===== src/rtl/riscv_ctrl_pkg.sv =====
`default_nettype none
// riscv_ctrl_pkg: shared encodings for the multicycle RV32I control path.
// Rev 1.0
package riscv_ctrl_pkg;

  typedef enum logic [4:0] {
    S_RESET, S_FETCH, S_DECODE, S_MEMADR, S_MEMREAD, S_MEMWB, S_MEMWRITE,
    S_EXECUTER, S_EXECUTEI, S_ALUWB, S_BRANCH, S_JAL, S_JALR, S_JALRPC,
    S_LUI, S_AUIPC, S_ILLEGAL
  } state_e;

  typedef enum logic [3:0] {
    ALU_ADD  = 4'b0000,
    ALU_SUB  = 4'b1000,
    ALU_SLL  = 4'b0001,
    ALU_SLT  = 4'b0010,
    ALU_SLTU = 4'b0011,
    ALU_XOR  = 4'b0100,
    ALU_SRL  = 4'b0101,
    ALU_SRA  = 4'b1101,
    ALU_OR   = 4'b0110,
    ALU_AND  = 4'b0111
  } alu_ctrl_e;

  typedef enum logic [1:0] {
    ALU_CLS_ADD, ALU_CLS_R, ALU_CLS_I, ALU_CLS_BR
  } alu_class_e;

  localparam logic [6:0] OP_LOAD   = 7'b0000011;
  localparam logic [6:0] OP_STORE  = 7'b0100011;
  localparam logic [6:0] OP_R      = 7'b0110011;
  localparam logic [6:0] OP_IMM    = 7'b0010011;
  localparam logic [6:0] OP_BRANCH = 7'b1100011;
  localparam logic [6:0] OP_JAL    = 7'b1101111;
  localparam logic [6:0] OP_JALR   = 7'b1100111;
  localparam logic [6:0] OP_LUI    = 7'b0110111;
  localparam logic [6:0] OP_AUIPC  = 7'b0010111;

  localparam logic [1:0] RES_ALUOUT = 2'b00;
  localparam logic [1:0] RES_DATA   = 2'b01;
  localparam logic [1:0] RES_ALU    = 2'b10;

  localparam logic [1:0] SRCA_PC    = 2'b00;
  localparam logic [1:0] SRCA_OLDPC = 2'b01;
  localparam logic [1:0] SRCA_RS1   = 2'b10;
  localparam logic [1:0] SRCA_ZERO  = 2'b11;

  localparam logic [1:0] SRCB_RS2  = 2'b00;
  localparam logic [1:0] SRCB_IMM  = 2'b01;
  localparam logic [1:0] SRCB_FOUR = 2'b10;

  localparam logic [2:0] IMM_I = 3'b000;
  localparam logic [2:0] IMM_S = 3'b001;
  localparam logic [2:0] IMM_B = 3'b010;
  localparam logic [2:0] IMM_J = 3'b011;
  localparam logic [2:0] IMM_U = 3'b100;

  function automatic logic [2:0] imm_src_of(input logic [6:0] op);
    logic [2:0] fmt;
    case (op)
      OP_STORE:          fmt = IMM_S;
      OP_BRANCH:         fmt = IMM_B;
      OP_JAL:            fmt = IMM_J;
      OP_LUI, OP_AUIPC:  fmt = IMM_U;
      default:           fmt = IMM_I;
    endcase
    return fmt;
  endfunction

endpackage
`default_nettype wire


===== src/rtl/multicycle_ctrl_if.sv =====
`default_nettype none
// multicycle_ctrl_if: instruction fields, memory handshake and datapath controls.
// Rev 1.0
interface multicycle_ctrl_if;
  logic [6:0] op;
  logic [2:0] funct3;
  logic       funct7b5;
  logic       Zero;
  logic       mem_ready;
  logic       mem_req;
  logic       mem_write;
  logic       adr_src;
  logic       ir_write;
  logic       pc_write;
  logic       reg_write;
  logic [1:0] result_src;
  logic [1:0] alu_src_a;
  logic [1:0] alu_src_b;
  logic [2:0] imm_src;
  logic [3:0] ALUControl;
  logic       trap;

  modport master (
    input  op, funct3, funct7b5, Zero, mem_ready,
    output mem_req, mem_write, adr_src, ir_write, pc_write, reg_write,
           result_src, alu_src_a, alu_src_b, imm_src, ALUControl, trap
  );

  modport slave (
    output op, funct3, funct7b5, Zero, mem_ready,
    input  mem_req, mem_write, adr_src, ir_write, pc_write, reg_write,
           result_src, alu_src_a, alu_src_b, imm_src, ALUControl, trap
  );
endinterface
`default_nettype wire


===== src/rtl/alu_decoder.sv =====
`default_nettype none
// alu_decoder: ALU code per state class, plus illegal-encoding detection.
// Rev 1.0
module alu_decoder
  import riscv_ctrl_pkg::*;
(
  input  alu_class_e  cls_i,
  input  logic [6:0]  op_i,
  input  logic [2:0]  funct3_i,
  input  logic        funct7b5_i,
  output logic [3:0]  alu_ctrl_o,
  output logic        illegal_o
);

  always_comb begin
    alu_ctrl_o = ALU_ADD;
    case (cls_i)
      ALU_CLS_R:  alu_ctrl_o = {funct7b5_i, funct3_i};
      // Only shifts use bit 30 as an opcode bit in immediate form.
      ALU_CLS_I:  alu_ctrl_o = {(funct3_i == 3'b101) & funct7b5_i, funct3_i};
      ALU_CLS_BR: begin
        case (funct3_i[2:1])
          2'b10:   alu_ctrl_o = ALU_SLT;
          2'b11:   alu_ctrl_o = ALU_SLTU;
          default: alu_ctrl_o = ALU_SUB;
        endcase
      end
      default:    alu_ctrl_o = ALU_ADD;
    endcase
  end

  always_comb begin
    illegal_o = 1'b0;
    case (op_i)
      OP_LOAD, OP_STORE, OP_IMM, OP_JAL, OP_JALR, OP_LUI, OP_AUIPC: illegal_o = 1'b0;
      OP_R:      illegal_o = funct7b5_i && !(funct3_i == 3'b000 || funct3_i == 3'b101);
      OP_BRANCH: illegal_o = (funct3_i[2:1] == 2'b01);
      default:   illegal_o = 1'b1;
    endcase
  end

endmodule
`default_nettype wire


===== src/rtl/multicycle_ctrl.sv =====
`default_nettype none
// multicycle_ctrl: Moore control FSM sequencing fetch/decode/execute/writeback.
// Rev 1.0
module multicycle_ctrl
  import riscv_ctrl_pkg::*;
(
  input  logic                 clk,
  input  logic                 rst_n,
  multicycle_ctrl_if.master    bus
);

  state_e     state_q, state_d;
  logic       trap_q;
  alu_class_e alu_cls;
  logic [3:0] alu_ctrl;
  logic       illegal;
  logic       br_taken;

  alu_decoder u_alu_dec (
    .cls_i      (alu_cls),
    .op_i       (bus.op),
    .funct3_i   (bus.funct3),
    .funct7b5_i (bus.funct7b5),
    .alu_ctrl_o (alu_ctrl),
    .illegal_o  (illegal)
  );

  always_ff @(posedge clk or negedge rst_n) begin
    if (!rst_n) begin
      state_q <= S_RESET;
      trap_q  <= 1'b0;
    end else begin
      state_q <= state_d;
      trap_q  <= trap_q | (state_d == S_ILLEGAL);
    end
  end

  // Zero means "equal" after SUB and "not less" after SLT/SLTU.
  always_comb begin
    case (bus.funct3)
      3'b000, 3'b101, 3'b111: br_taken = bus.Zero;
      default:                br_taken = !bus.Zero;
    endcase
  end

  always_comb begin
    state_d        = state_q;
    alu_cls        = ALU_CLS_ADD;
    bus.mem_req    = 1'b0;
    bus.mem_write  = 1'b0;
    bus.adr_src    = 1'b0;
    bus.ir_write   = 1'b0;
    bus.pc_write   = 1'b0;
    bus.reg_write  = 1'b0;
    bus.result_src = RES_ALUOUT;
    bus.alu_src_a  = SRCA_PC;
    bus.alu_src_b  = SRCB_RS2;
    case (state_q)
      S_RESET: state_d = S_FETCH;
      S_FETCH: begin
        bus.mem_req    = 1'b1;
        bus.alu_src_b  = SRCB_FOUR;
        bus.result_src = RES_ALU;
        bus.ir_write   = bus.mem_ready;
        bus.pc_write   = bus.mem_ready;
        if (bus.mem_ready) state_d = S_DECODE;
      end
      S_DECODE: begin
        bus.alu_src_a = SRCA_OLDPC;
        bus.alu_src_b = SRCB_IMM;
        if (illegal) state_d = S_ILLEGAL;
        else begin
          case (bus.op)
            OP_LOAD, OP_STORE: state_d = S_MEMADR;
            OP_R:              state_d = S_EXECUTER;
            OP_IMM:            state_d = S_EXECUTEI;
            OP_BRANCH:         state_d = S_BRANCH;
            OP_JAL:            state_d = S_JAL;
            OP_JALR:           state_d = S_JALR;
            OP_LUI:            state_d = S_LUI;
            OP_AUIPC:          state_d = S_AUIPC;
            default:           state_d = S_ILLEGAL;
          endcase
        end
      end
      S_MEMADR: begin
        bus.alu_src_a = SRCA_RS1;
        bus.alu_src_b = SRCB_IMM;
        state_d = (bus.op == OP_LOAD) ? S_MEMREAD : S_MEMWRITE;
      end
      S_MEMREAD: begin
        bus.mem_req = 1'b1;
        bus.adr_src = 1'b1;
        if (bus.mem_ready) state_d = S_MEMWB;
      end
      S_MEMWB: begin
        bus.result_src = RES_DATA;
        bus.reg_write  = 1'b1;
        state_d = S_FETCH;
      end
      S_MEMWRITE: begin
        bus.mem_req   = 1'b1;
        bus.adr_src   = 1'b1;
        bus.mem_write = 1'b1;
        if (bus.mem_ready) state_d = S_FETCH;
      end
      S_EXECUTER: begin
        bus.alu_src_a = SRCA_RS1;
        alu_cls = ALU_CLS_R;
        state_d = S_ALUWB;
      end
      S_EXECUTEI: begin
        bus.alu_src_a = SRCA_RS1;
        bus.alu_src_b = SRCB_IMM;
        alu_cls = ALU_CLS_I;
        state_d = S_ALUWB;
      end
      S_ALUWB: begin
        bus.reg_write = 1'b1;
        state_d = S_FETCH;
      end
      S_BRANCH: begin
        bus.alu_src_a = SRCA_RS1;
        bus.pc_write  = br_taken;
        alu_cls = ALU_CLS_BR;
        state_d = S_FETCH;
      end
      S_JAL: begin
        bus.alu_src_a = SRCA_OLDPC;
        bus.alu_src_b = SRCB_FOUR;
        bus.pc_write  = 1'b1;
        state_d = S_ALUWB;
      end
      S_JALR: begin
        bus.alu_src_a  = SRCA_OLDPC;
        bus.alu_src_b  = SRCB_FOUR;
        bus.result_src = RES_ALU;
        bus.reg_write  = 1'b1;
        state_d = S_JALRPC;
      end
      S_JALRPC: begin
        bus.alu_src_a  = SRCA_RS1;
        bus.alu_src_b  = SRCB_IMM;
        bus.result_src = RES_ALU;
        bus.pc_write   = 1'b1;
        state_d = S_FETCH;
      end
      S_LUI: begin
        bus.alu_src_a = SRCA_ZERO;
        bus.alu_src_b = SRCB_IMM;
        state_d = S_ALUWB;
      end
      S_AUIPC: begin
        bus.alu_src_a = SRCA_OLDPC;
        bus.alu_src_b = SRCB_IMM;
        state_d = S_ALUWB;
      end
      S_ILLEGAL: state_d = S_ILLEGAL;
      default:   state_d = S_RESET;
    endcase
  end

  assign bus.ALUControl = alu_ctrl;
  assign bus.imm_src    = (state_q == S_RESET) ? IMM_I : imm_src_of(bus.op);
  assign bus.trap       = trap_q;

endmodule
`default_nettype wire


===== src/flat_wrapper.sv =====
// flat-port wrapper written by rule: the top's interface ports become plain ports
module multicycle_ctrl_flat import riscv_ctrl_pkg::*;
  (clk, rst_n, bus_op, bus_funct3, bus_funct7b5, bus_Zero, bus_mem_ready, bus_mem_req, bus_mem_write, bus_adr_src, bus_ir_write, bus_pc_write, bus_reg_write, bus_result_src, bus_alu_src_a, bus_alu_src_b, bus_imm_src, bus_ALUControl, bus_trap);
  multicycle_ctrl_if bus_i ();
  input  logic clk;
  input  logic rst_n;
  input wire logic [$bits(bus_i.op)-1:0] bus_op;
  input wire logic [$bits(bus_i.funct3)-1:0] bus_funct3;
  input wire logic [$bits(bus_i.funct7b5)-1:0] bus_funct7b5;
  input wire logic [$bits(bus_i.Zero)-1:0] bus_Zero;
  input wire logic [$bits(bus_i.mem_ready)-1:0] bus_mem_ready;
  output wire logic [$bits(bus_i.mem_req)-1:0] bus_mem_req;
  output wire logic [$bits(bus_i.mem_write)-1:0] bus_mem_write;
  output wire logic [$bits(bus_i.adr_src)-1:0] bus_adr_src;
  output wire logic [$bits(bus_i.ir_write)-1:0] bus_ir_write;
  output wire logic [$bits(bus_i.pc_write)-1:0] bus_pc_write;
  output wire logic [$bits(bus_i.reg_write)-1:0] bus_reg_write;
  output wire logic [$bits(bus_i.result_src)-1:0] bus_result_src;
  output wire logic [$bits(bus_i.alu_src_a)-1:0] bus_alu_src_a;
  output wire logic [$bits(bus_i.alu_src_b)-1:0] bus_alu_src_b;
  output wire logic [$bits(bus_i.imm_src)-1:0] bus_imm_src;
  output wire logic [$bits(bus_i.ALUControl)-1:0] bus_ALUControl;
  output wire logic [$bits(bus_i.trap)-1:0] bus_trap;
  assign bus_i.op = bus_op;
  assign bus_i.funct3 = bus_funct3;
  assign bus_i.funct7b5 = bus_funct7b5;
  assign bus_i.Zero = bus_Zero;
  assign bus_i.mem_ready = bus_mem_ready;
  assign bus_mem_req = bus_i.mem_req;
  assign bus_mem_write = bus_i.mem_write;
  assign bus_adr_src = bus_i.adr_src;
  assign bus_ir_write = bus_i.ir_write;
  assign bus_pc_write = bus_i.pc_write;
  assign bus_reg_write = bus_i.reg_write;
  assign bus_result_src = bus_i.result_src;
  assign bus_alu_src_a = bus_i.alu_src_a;
  assign bus_alu_src_b = bus_i.alu_src_b;
  assign bus_imm_src = bus_i.imm_src;
  assign bus_ALUControl = bus_i.ALUControl;
  assign bus_trap = bus_i.trap;
  multicycle_ctrl u_core (.clk(clk), .rst_n(rst_n), .bus(bus_i));
endmodule

===== config.mk =====
export PLATFORM = sky130hd
export DESIGN_NAME = multicycle_ctrl_flat
export DESIGN_NICKNAME = d
export VERILOG_FILES = /design/src/rtl/riscv_ctrl_pkg.sv /design/src/rtl/multicycle_ctrl_if.sv /design/src/rtl/alu_decoder.sv /design/src/rtl/multicycle_ctrl.sv /design/src/flat_wrapper.sv
export SDC_FILE = /design/constraint.sdc
export NUM_CORES = 1
export LEC_CHECK = 0
export BUFFER_PORTS_ARGS = -buffer_cell sky130_fd_sc_hd__buf_2
export CAP_MARGIN = 20
export CORE_MARGIN = 5
export CORE_UTILIZATION = 50
export DETAILED_ROUTE_END_ITERATION = 8
export GPL_TIMING_DRIVEN = 0
export MAX_ROUTING_LAYER = met4
export PLACE_DENSITY = 0.8
export SETUP_SLACK_MARGIN = 0.2
export SLEW_MARGIN = 20
export SYNTH_ARGS = -nofsm -noshare
export SYNTH_HDL_FRONTEND = slang
export SYNTH_SLANG_ARGS = --single-unit

===== constraint.sdc =====
create_clock -name clk -period 1.6 [get_ports clk]
set_input_delay 0.16 -clock clk [delete_from_list [all_inputs] [get_ports clk]]
set_output_delay 0.16 -clock clk [all_outputs]
set_load 0.03 [all_outputs]

==> flow_summary.rst, run 1 <==
.. list-table::
   :header-rows: 1

   * - Metric
     - Value
   * - Final Wtd Congestion
     - 0.882
   * - Synth cell count leaders
     - nor2_1 (22), a21oi_1 (14), nand2_1 (14), buf_2 (11)
   * - I/O pin count
     - 35
   * - Last stage reached
     - 5_1_grt
   * - Average cell area after synthesis
     - 6.55 um2
   * - Number of antenna violations at the first check in global routing
     - 0
   * - Sink count of the clock tree
     - 6
   * - Kind of pin the worst path terminates on
     - top-level output
   * - Largest net degree at the start of global routing
     - 11
   * - Chip Width
     - 55.1 um
   * - Error that ended the run
     - [ERROR DPL-0033] detailed placement checks failed during check placement.
   * - Post-synthesis async set-or-reset flop share
     - 1.00
   * - Count of yosys warnings during synthesis
     - 0
   * - Main area contributors after synthesis
     - dfrtp_1 (15%), nor2_1 (8.1%), a21oi_1 (6.9%)
   * - Endpoint with the least setup slack after the last repair
     - bus_ALUControl[1]
   * - HPWL reported at the end of detailed placement
     - 2.20 mm
   * - Number of clock buffers inserted by TritonCTS
     - 3
   * - Height of the chip
     - 55.1 um
   * - Top cell type by total area after synthesis
     - dfrtp_1
   * - Part of the Yosys area used for sequential elements
     - 0.148
   * - Most numerous cell in the Yosys netlist
     - nor2_1
   * - Outcome
     - stopped before the end
   * - Placed cell areas
     - 1300 um2
   * - Starting density of the core
     - 0.523
   * - Count of port buffers added during placement
     - 32
   * - # placed instances
     - 214
   * - H-tree depth reported by CTS
     - 1
   * - Number of unique standard cell types used by synthesis
     - 42
   * - Share of Yosys cell area claimed by the top area cell type
     - 0.148
   * - Cell area after technology mapping
     - 1010 um2
   * - Synth Net Count
     - 170
   * - Synthesized netlist cell count
     - 155
   * - Number of cell rows
     - 16
   * - Most used flip-flop cell after synthesis
     - dfrtp_1
   * - Cell at the root of the clock tree
     - clkbuf_4
   * - Number of buffers on the longest clock path
     - 2
   * - Post-synth EDFFs
     - 0
   * - Flops & latches, synth
     - 6
-- through the flow --
step / worst slack (ns) / setup TNS, ns
after CTS: -0.311 / -2.44
after detailed placement: -0.125 / -0.764
after global placement: -0.129 / -0.776
after floorplan: -0.0285 / -0.0476
-- what timing repair did --
| item | in CTS |
|---|---|
| pin swaps | 15 |
| setup endpoints to repair | 23 |
| hold buffers | 1 |
| gates resized for setup | 76 |
| setup buffers | 11 |
| hold endpoints to repair | 6 |
| gates cloned | 0 |
-- cell families after synthesis --
group | Yosys count | share of synthesized area
AOI/OAI and AO/OA | 48 | 0.327
buffers and inverters | 18 | 0.0801
DFF | 6 | 0.148
xor gates and xnor gates | 2 | 0.0173
and+or+nand+nor | 79 | 0.408
muxes | 2 | 0.0197
==> inputs of run 2 (changes only) <==
- CORE_AREA: default -> 5 5 66 68
- CORE_MARGIN: 5 -> default
- CORE_UTILIZATION: 50 -> default
- DIE_AREA: default -> 0 0 71 73
- MAX_ROUTING_LAYER: met4 -> default
- PLACE_DENSITY: 0.8 -> default
- PLACE_DENSITY_LB_ADDON: default -> 0.15
- SETUP_SLACK_MARGIN: 0.2 -> default
==> flow_summary.rst, run 2 <==
.. list-table::
   :header-rows: 1

   * - Metric
     - Value
   * - Final Wtd Congestion
     - 0.843
   * - Number of unique standard cell types used by synthesis
     - 42
   * - Maximum resistive drop on vdd
     - 560 uV
   * - Worst Setup SP
     - u_core.state_q[0]$_DFF_PN0_
   * - Internal power consumption
     - 1.45 mW
   * - Growth of design area from synthesis to finish
     - 62.9%
   * - Post-DR wirelength/cell
     - 14.0 um
   * - Relative slew slack
     - 0.765
   * - Outcome
     - finished with violations
   * - CP Data Arrival Time
     - 1.72 ns
   * - Most used flip-flop cell after synthesis
     - dfrtp_1
   * - Max Transition Viols Final
     - 0
   * - Simple-gate portion of the synthesized area
     - 0.408
   * - Synthesized netlist cell count
     - 155
   * - Combinational share of power
     - 0.828
   * - Avg Vias per Cell
     - 5.19
   * - Part of the Yosys area used for sequential elements
     - 0.148
   * - Starting density of the core
     - 0.267
   * - Critical path data required time
     - 1.44 ns
   * - Number of buffers on the longest clock path
     - 2
   * - Shortest clock period the worst path allows after layout
     - 1.88 ns
   * - Post-route clock skew
     - 0.00173 ns
   * - Longest individual stage delay on the worst path
     - 0.44 ns
   * - Number of cell rows
     - 23
   * - Violated checks
     - setup timing
   * - Leakage power figure
     - 0.690 nW
   * - Vias in the first global route
     - 1251
   * - Hold violation total from the final report
     - 0
   * - Most frequent standard cell in the layout excluding fill and tap cells
     - buf_2
   * - Xor/xnor cell area share of the yosys netlist
     - 0.0173
   * - Number of logic stages on the critical path including buffering
     - 6
   * - Synth Area in Adders
     - 0
   * - I/O pin count
     - 35
   * - Cell area after technology mapping
     - 1010 um2
   * - Setup slack at placement
     - -0.131 ns
   * - Number of buffers and inverters on the critical path
     - 2
   * - Kind of end point of the critical path
     - output port
   * - Number of failing setup endpoints in the final timing report
     - 13
   * - Multiplexer share of the synthesized area
     - 0.0197
   * - FF-to-FF Start
     - u_core.state_q[0]$_DFF_PN0_
   * - Relative contribution of sequential cells to total power
     - 0.097
   * - Worst-path cell with the longest stage delay
     - dfrtp_2
   * - Cell family with the largest share of critical-path delay
     - simple AND/OR/NAND/NOR gates
   * - Placeable core area
     - 3800 um2
   * - Flops & latches, synth
     - 6
   * - Top cell type by total area after synthesis
     - dfrtp_1
   * - Count of vias placed by the detailed router
     - 1293
   * - Synth Net Count
     - 170
   * - Flip-flop count of the largest register, all copies and words added
     - 5
   * - Total wire length
     - 3.49 mm
   * - RSZ-0062 raised after global routing
     - true
   * - Height of the chip
     - 73 um
   * - Most frequent cells in the layout
     - buf_2 (19), buf_4 (17), nor2_1 (13), buf_6 (13), nand2_1 (12)
   * - Share of Yosys cell area claimed by the top area cell type
     - 0.148
   * - HPWL reported at the end of detailed placement
     - 2.47 mm
   * - CTS tree
     - yes
   * - Post-synthesis async set-or-reset flop share
     - 1.00
   * - Post-synth EDFFs
     - 0
   * - Max-cap check violation count
     - 0
   * - Average cell area after synthesis
     - 6.55 um2
   * - # nets final
     - 216
   * - Synth cell count leaders
     - nor2_1 (22), a21oi_1 (14), nand2_1 (14), buf_2 (11)
   * - Wire length of the first global-routing pass
     - 5.58 mm
   * - Worst hold-check path type
     - primary input to async pin
   * - Actual transition at the worst max-transition pin
     - 0.352 ns
   * - Area fraction in compound gates after synthesis
     - 0.327
   * - Clock-pin slew on the worst setup and hold paths
     - 0.04 ns
   * - Insertion delay of the later-clocked pin in the worst-skew pair
     - 0.22 ns
   * - Fin crit share
     - 1.18
   * - Post-route setup slack
     - -0.285 ns
   * - Worst Setup Path Type
     - flip-flop to output port
   * - Switching share of total power
     - 0.512
   * - Antenna Nets Post-Route
     - 0
   * - Cell Chain, Critical Path
     - nand2b_4 -> or3_4 -> buf_8 -> mux2i_2 -> nor2_2 -> buf_6
   * - DRC violation total after the first TritonRoute iteration
     - 99
   * - Count of yosys warnings during synthesis
     - 0
   * - Clock power frac
     - 0.075
   * - DRT Pass-1 Iters
     - 4
   * - Most numerous cell in the Yosys netlist
     - nor2_1
   * - Largest family of logic cells by synthesized area
     - simple AND/OR/NAND/NOR gates
   * - Count of port buffers added during placement
     - 32
   * - Fraction of layout cells with a size suffix above 1
     - 0.492
   * - H-tree depth reported by CTS
     - 1
   * - Startpoint Class
     - flip-flop
   * - Largest net degree at the start of global routing
     - 11
   * - Net switching power
     - 1.52 mW
   * - Worst-case reg-to-reg path depth
     - 7
   * - Number of clock buffers inserted by TritonCTS
     - 3
   * - Cell at the root of the clock tree
     - clkbuf_8
   * - Leftover overflow at the end of global routing
     - 0
   * - Area enclosed by the die boundary
     - 5180 um2
   * - Main area contributors after synthesis
     - dfrtp_1 (15%), nor2_1 (8.1%), a21oi_1 (6.9%)
   * - Max FO, Critical Path
     - 7
   * - Sink count of the clock tree
     - 6
   * - Total Routing Usage GR
     - 0.130
   * - Antenna cells
     - 0
   * - Final routed DRC violation total
     - 0
   * - Chip Width
     - 71 um
   * - Number of antenna violations at the first check in global routing
     - 0
   * - Core utilization of the finished layout
     - 0.435
   * - Largest register by flop count
     - u_core.state_q
   * - Power density over the cells
     - 1800 nW/um2
   * - Timing-limited maximum frequency
     - 0.531 GHz
-- run 2: metrics by stage --
stage / hold slack [ns] / TNS (ns) / power (mW) / area (um2) / std cells
2_1_floorplan: -0.136 / -0.130 / 1.64 / 1050 / 155
3_3_place_gp: -0.0168 / -0.637 / 2.05 / 1270 / 237
3_5_place_dp: -0.0110 / -0.808 / 2.07 / 1270 / 237
4_1_cts: 0.295 / -2.42 / 2.72 / 1530 / 245
5_1_grt: 0.311 / -3.14 / 3.16 / 1650 / 249
6_report: 0.295 / -2.09 / 2.97 / 1650 / 249
-- run 2: area by class of cell --
type,instances,area (um2)
repair buffers,43,329
well taps,50,62.6
flip-flops and latches,6,154
multi-input cells,131,960
clock buffers,3,41.3
inverters,4,17.5
plain buffers,12,88.8
fillers,402,2150
-- run 2: worst paths after layout --
check / endpoint / slack (ns)
worst max register to register: u_core.state_q[1]$_DFF_PN0_ / 0.08
worst min-delay path: u_core.bus.trap$_DFF_PN0_ / 0.30
worst max-delay path: bus_ALUControl[1] / -0.28
worst min register to register: u_core.bus.trap$_DFF_PN0_ / 0.47
max in group asynchronous: u_core.state_q[3]$_DFF_PN0_ / 1.15
min in group clk: u_core.state_q[4]$_DFF_PN0_ / 0.34
-- run 2: cells by family (layout without fill, tap and decap cells) --
kind of cell,after synthesis,count (layout)
AO/OA/AOI/OAI,48,48
XOR/XNOR,2,2
buffers and inverters,18,62
flip-flops,6,6
multiplexers,2,2
AND/OR/NAND/NOR,79,79
-- run 2: power by group through the flow --
| stage | sequential, mW | clock (mW) | combinational, mW |
|---|---|---|---|
| global placement | 0.237 | 0 | 1.81 |
| finish | 0.288 | 0.223 | 2.46 |
| global route | 0.296 | 0.237 | 2.63 |
| CTS | 0.257 | 0.228 | 2.23 |
| detailed placement | 0.237 | 0 | 1.83 |
| floorplan | 0.230 | 0 | 1.41 |
-- run 2: metal layers --
metal / vias up / part of all wire / global-route usage
met2: 53 / 0.52 / 0.236
met3: 10 / 0.055 / 0.0179
met1: 586 / 0.40 / 0.154
li1: 644 / - / -
met5: - / 0 / 0
met4: 0 / 0.025 / 0.0522
-- run 2: what timing repair did --
action / in CTS / in global routing
endpoints found under the setup margin: 18 / 22
pin swaps: 11 / 6
resized for setup: 51 / 28
hold buffers: 1 / 0
hold endpoints to repair: 6 / 0
buffers inserted: 5 / 5
Note: power is estimated with default switching activity, not from simulation.
==> inputs of run 3 (changes only) <==
- clock period: 1.6 -> 2.21 ns (I/O delays scaled with it)
==> flow_summary.rst, run 3 (synthesis gave the netlist of run 2 again) <==
.. list-table::
   :header-rows: 1

   * - Metric
     - Value
   * - Fin crit share
     - 0.916
   * - Height of the chip
     - 73 um
   * - H-tree depth reported by CTS
     - 1
   * - Longest individual stage delay on the worst path
     - 0.38 ns
   * - Relative slew slack
     - 0.725
   * - Switching share of total power
     - 0.565
   * - Net switching power
     - 912 uW
   * - Starting density of the core
     - 0.267
   * - Total power of the final layout
     - 1.61 mW
   * - Flip-flop count of the largest register, all copies and words added
     - 5
   * - Timing-limited maximum frequency
     - 0.494 GHz
   * - CP Data Arrival Time
     - 1.80 ns
   * - Worst Setup SP
     - u_core.state_q[4]$_DFF_PN0_
   * - Placeable core area
     - 3800 um2
   * - Sink count of the clock tree
     - 6
   * - Fraction of layout cells with a size suffix above 1
     - 0.272
   * - Core utilization of the finished layout
     - 0.339
   * - Leakage power figure
     - 0.597 nW
   * - CTS tree
     - yes
   * - Placed cell areas
     - 1240 um2
   * - Antenna Nets Post-Route
     - 0
   * - CP dominant cell by count
     - buf_2
   * - Max FO, Critical Path
     - 8
   * - Count of vias placed by the detailed router
     - 1251
   * - Number of instances resized during post-cts repair
     - 0
   * - Total Routing Usage GR
     - 0.127
   * - Shortest clock period the worst path allows after layout
     - 2.02 ns
   * - Leftover overflow at the end of global routing
     - 0
   * - Worst-path cell with the longest stage delay
     - or3_1
   * - I/O pin count
     - 35
   * - Final Wtd Congestion
     - 0.819
   * - Kind of end point of the critical path
     - output port
   * - Growth of design area from synthesis to finish
     - 27.0%
   * - Post-DR wirelength/cell
     - 12.8 um
   * - DRT Pass-1 Iters
     - 5
   * - Max Transition Viols Final
     - 0
   * - Wire length of the first global-routing pass
     - 5.42 mm
   * - Clock power frac
     - 0.098
   * - HPWL reported at the end of detailed placement
     - 2.41 mm
   * - Worst Setup Path Type
     - flip-flop to output port
   * - RSZ-0062 raised after global routing
     - false
   * - Outcome
     - finished clean
   * - Hold violation total from the final report
     - 0
   * - Power density over the cells
     - 1250 nW/um2
   * - Clock-pin slew on the worst setup and hold paths
     - 0.03 ns
   * - FF-to-FF Start
     - u_core.state_q[4]$_DFF_PN0_
   * - Cell at the root of the clock tree
     - clkbuf_8
   * - Max-cap check violation count
     - 0
   * - Actual transition at the worst max-transition pin
     - 0.412 ns
   * - Most frequent standard cell in the layout excluding fill and tap cells
     - buf_2
   * - Final routed DRC violation total
     - 0
   * - DRC violation total after the first TritonRoute iteration
     - 88
   * - Final TNS setup
     - 0 ns
   * - Antenna cells
     - 0
   * - Post-route clock skew
     - 0.00115 ns
   * - Number of antenna violations at the first check in global routing
     - 0
   * - Largest net degree at the start of global routing
     - 11
   * - Number of failing setup endpoints in the final timing report
     - 0
   * - Largest register by flop count
     - u_core.state_q
   * - Maximum resistive drop on vdd
     - 321 uV
   * - Insertion delay of the later-clocked pin in the worst-skew pair
     - 0.22 ns
   * - Startpoint Class
     - flip-flop
   * - Avg Vias per Cell
     - 5.19
   * - # nets final
     - 208
   * - Total wire length
     - 3.08 mm
   * - Cell Chain, Critical Path
     - buf_2 -> or3_1 -> o311a_1 -> and3_1 -> buf_2
   * - Count of port buffers added during placement
     - 32
   * - Combinational share of power
     - 0.798
   * - Worst hold-check path type
     - primary input to async pin
   * - Relative contribution of sequential cells to total power
     - 0.104
   * - Internal power consumption
     - 702 uW
   * - Number of buffers on the longest clock path
     - 2
   * - Number of cell rows
     - 23
   * - Most frequent cells in the layout
     - buf_2 (43), nor2_1 (22), nand2_1 (14), a21oi_1 (14)
   * - Chip Width
     - 71 um
   * - Post-layout instance area
     - 1290 um2
   * - Area enclosed by the die boundary
     - 5180 um2
   * - Number of clock buffers inserted by TritonCTS
     - 3
   * - Vias in the first global route
     - 1243
   * - Critical path data required time
     - 1.99 ns
[run 3: repair_timing]
| action | CTS | global route |
|---|---|---|
| hold buffers | 1 | 0 |
| hold endpoints to repair | 6 | 0 |
| setup buffers | 0 | 0 |
[run 3: power groups by stage]
stage	Sequential (mW)	Clock [mW]	Combinational [mW]
2_1_floorplan	0.164	0	0.973
3_3_place_gp	0.170	0	1.26
3_5_place_dp	0.169	0	1.28
4_1_cts	0.168	0.164	1.29
5_1_grt	0.173	0.175	1.42
6_report	0.168	0.158	1.29
[run 3: path summary, 6_finish.rpt]
path                                          endpoint  slack, ns  cells after the start
setup / recovery                        bus_imm_src[2]       0.19                      5
min in group clk           u_core.state_q[4]$_DFF_PN0_       0.41                      4
hold / removal               u_core.bus.trap$_DFF_PN0_       0.36                      2
setup reg to reg             u_core.bus.trap$_DFF_PN0_       0.69                      5
max in group asynchronous  u_core.state_q[2]$_DFF_PN0_       1.72                      2
hold reg to reg              u_core.bus.trap$_DFF_PN0_       0.47                      1
[run 3: worst max-delay path, delay by kind of cell, from the launching register on]
kind | cells | cell delay, ns
AO/OA/AOI/OAI | 1 | 0.34
AND/OR/NAND/NOR | 2 | 0.57
buffers and inverters | 2 | 0.33
flip-flops | 1 | 0.35
[run 3: metrics by stage]
step,hold slack (ns),worst slack (ns),std cells
5_1_grt,0.379,0.0709,241
6_report,0.358,0.185,241
3_3_place_gp,0.0438,0.432,237
4_1_cts,0.364,0.181,241
3_5_place_dp,0.0458,0.418,237
2_1_floorplan,-0.0746,0.372,155
[run 3: layout make-up]
type,count,area [um2]
fill,437,2510
multi-input combinational,131,783
clock buffer,3,41.3
timing repair buffer,33,170
inverter,4,15.0
buffer,14,66.3
sequential,6,150
tap,50,62.6
[run 3: metal layers]
metal,share of wire,GRT usage,vias up,routed length (um)
li1,-,-,629,-
met1,0.43,0.149,582,1340
met2,0.51,0.230,36,1570
met3,0.044,0.00826,4,137
met4,0.010,0.0668,0,32
met5,0,0,-,0
==> inputs of run 4 (changes only) <==
- PLACE_DENSITY: default -> 0.58
- PLACE_DENSITY_LB_ADDON: 0.15 -> default
==> flow_summary.rst, run 4 (synthesis gave the netlist of run 2 again) <==
.. list-table::
   :header-rows: 1

   * - Metric
     - Value
   * - Worst hold-check path type
     - primary input to async pin
   * - Max FO, Critical Path
     - 8
   * - Shortest clock period the worst path allows after layout
     - 2.02 ns
   * - Cell Chain, Critical Path
     - buf_2 -> or3_1 -> o311a_1 -> and3_1 -> buf_2
   * - Relative slew slack
     - 0.735
   * - Fin crit share
     - 0.914
   * - Antenna Nets Post-Route
     - 0
   * - Kind of end point of the critical path
     - output port
   * - Slack of the worst reg-to-reg path
     - 0.73 ns
   * - Timing-limited maximum frequency
     - 0.495 GHz
   * - I/O pin count
     - 35
   * - Worst Setup Path Type
     - flip-flop to output port
   * - Leftover overflow at the end of global routing
     - 0
   * - Worst-path cell with the longest stage delay
     - or3_1
   * - Avg Vias per Cell
     - 4.94
   * - Final Wtd Congestion
     - 0.838
   * - Met3 WL
     - 152 um
   * - Cell family with the largest share of critical-path delay
     - simple AND/OR/NAND/NOR gates
   * - Count of vias placed by the detailed router
     - 1190
   * - Leakage power figure
     - 0.597 nW
   * - Number of failing setup endpoints in the final timing report
     - 0
   * - Fraction of layout cells with a size suffix above 1
     - 0.272
   * - Most frequent cells in the layout
     - buf_2 (43), nor2_1 (22), nand2_1 (14), a21oi_1 (14)
   * - Total met2 wirelength after detailed routing
     - 1.39 mm
   * - Critical path data required time
     - 1.99 ns
   * - Count of hold-fix buffers inserted at cts
     - 1
   * - Flip-flop count of the largest register, all copies and words added
     - 5
   * - Post-layout instance area
     - 1290 um2
   * - Maximum resistive drop on vdd
     - 310 uV
   * - Chip Width
     - 71 um
   * - Sink count of the clock tree
     - 6
   * - Vias in the first global route
     - 1133
   * - Hold violation total from the final report
     - 0
   * - Placed cell areas
     - 1240 um2
   * - Starting density of the core
     - 0.267
   * - Total setup buffers inserted after CTS
     - 0
   * - Number of cell rows
     - 23
   * - Post-route setup slack
     - 0.191 ns
   * - Count of port buffers added during placement
     - 32
   * - Growth of design area from synthesis to finish
     - 27.0%
   * - Antenna cells
     - 0
   * - Outcome
     - finished clean
   * - DRC violation total after the first TritonRoute iteration
     - 92
   * - Max Transition Viols Final
     - 0
   * - Largest net degree at the start of global routing
     - 11
   * - Longest individual stage delay on the worst path
     - 0.37 ns
   * - Number of instances resized during post-cts repair
     - 0
   * - CTS tree
     - yes
   * - Largest register by flop count
     - u_core.state_q
   * - Height of the chip
     - 73 um
   * - HPWL reported at the end of detailed placement
     - 2.25 mm
   * - Highest signal layer in the routed design
     - met3
   * - Number of clock buffers inserted by TritonCTS
     - 3
   * - Worst-case reg-to-reg path depth
     - 5
   * - Power density over the cells
     - 1230 nW/um2
   * - Post-DR wirelength/cell
     - 11.8 um
   * - Metal-1 WL
     - 1.29 mm
   * - Number of logic stages on the critical path including buffering
     - 5
   * - Placeable core area
     - 3800 um2
   * - Insertion delay of the later-clocked pin in the worst-skew pair
     - 0.22 ns
   * - Total Routing Usage GR
     - 0.113
   * - Post-route clock skew
     - 0.00290 ns
   * - RSZ-0062 raised after global routing
     - false
   * - Final TNS setup
     - 0 ns
   * - Final routed DRC violation total
     - 0
   * - Fillers
     - 455
   * - Wire length of the first global-routing pass
     - 4.88 mm
   * - Multi-input logic area
     - 783 um2
   * - DRT Pass-1 Iters
     - 4
   * - Startpoint Class
     - flip-flop
   * - # nets final
     - 208
   * - Max-cap check violation count
     - 0
   * - Most frequent standard cell in the layout excluding fill and tap cells
     - buf_2
   * - Actual transition at the worst max-transition pin
     - 0.398 ns
   * - Number of buffers on the longest clock path
     - 2
   * - Clock-pin slew on the worst setup and hold paths
     - 0.03 ns
   * - Total wire length
     - 2.84 mm
   * - Number of buffers and inverters on the critical path
     - 2
   * - Setup slack at placement
     - 0.419 ns
   * - Cell at the root of the clock tree
     - clkbuf_8
   * - CP dominant cell by count
     - buf_2
   * - Register cell area after layout
     - 150 um2
   * - Number of antenna violations at the first check in global routing
     - 0
   * - Area enclosed by the die boundary
     - 5180 um2
   * - H-tree depth reported by CTS
     - 1
   * - CP Data Arrival Time
     - 1.80 ns
run 4: final cells by class:
type,instances,area share
Buffer,14,0.0515
Clock buffer,3,0.0320
Inverter,4,0.0117
Timing Repair Buffer,33,0.132
Sequential cell,6,0.117
Multi-Input combinational cell,131,0.608
Tap cell,50,0.0485
run 4: path summary, 6_finish.rpt:
kind / start / end
min in group clk: bus_op[1] / u_core.state_q[4]$_DFF_PN0_
worst min register to register: u_core.bus.trap$_DFF_PN0_ / u_core.bus.trap$_DFF_PN0_
worst min-delay path: rst_n / u_core.bus.trap$_DFF_PN0_
worst max register to register: u_core.state_q[4]$_DFF_PN0_ / u_core.bus.trap$_DFF_PN0_
max in group asynchronous: rst_n / u_core.state_q[3]$_DFF_PN0_
worst max-delay path: u_core.state_q[4]$_DFF_PN0_ / bus_imm_src[2]
run 4: per-layer routing:
metal	vias to the layer above	track usage
met1	541	0.139
met2	19	0.193
li1	630	-
met5	-	0
met3	0	0.0303
met4	0	0.0376
run 4: worst register-to-register path: cells and delay by family (launching register included):
| family | cells | cell delay (ns) |
|---|---|---|
| buf+inv | 1 | 0.16 |
| flops | 1 | 0.34 |
| compound gates | 1 | 0.16 |
| simple gates | 3 | 0.75 |
run 4: metrics by stage:
step | power, mW | cells | utilization | hold slack [ns]
6_report | 1.59 | 241 | 0.339 | 0.357
3_5_place_dp | 1.44 | 237 | 0.326 | 0.0459
2_1_floorplan | 1.14 | 155 | - | -0.0746
5_1_grt | 1.75 | 241 | 0.339 | 0.384
3_3_place_gp | 1.44 | 237 | 0.326 | 0.0478
4_1_cts | 1.61 | 241 | 0.339 | 0.348
run 4: power by group:
| group | internal, mW | switching [mW] | leakage (nW) |
|---|---|---|---|
| sequential | 0.151 | 0.0169 | 0.0737 |
| clock | 0.116 | 0.0407 | 0.0216 |
| combinational | 0.434 | 0.828 | 0.501 |
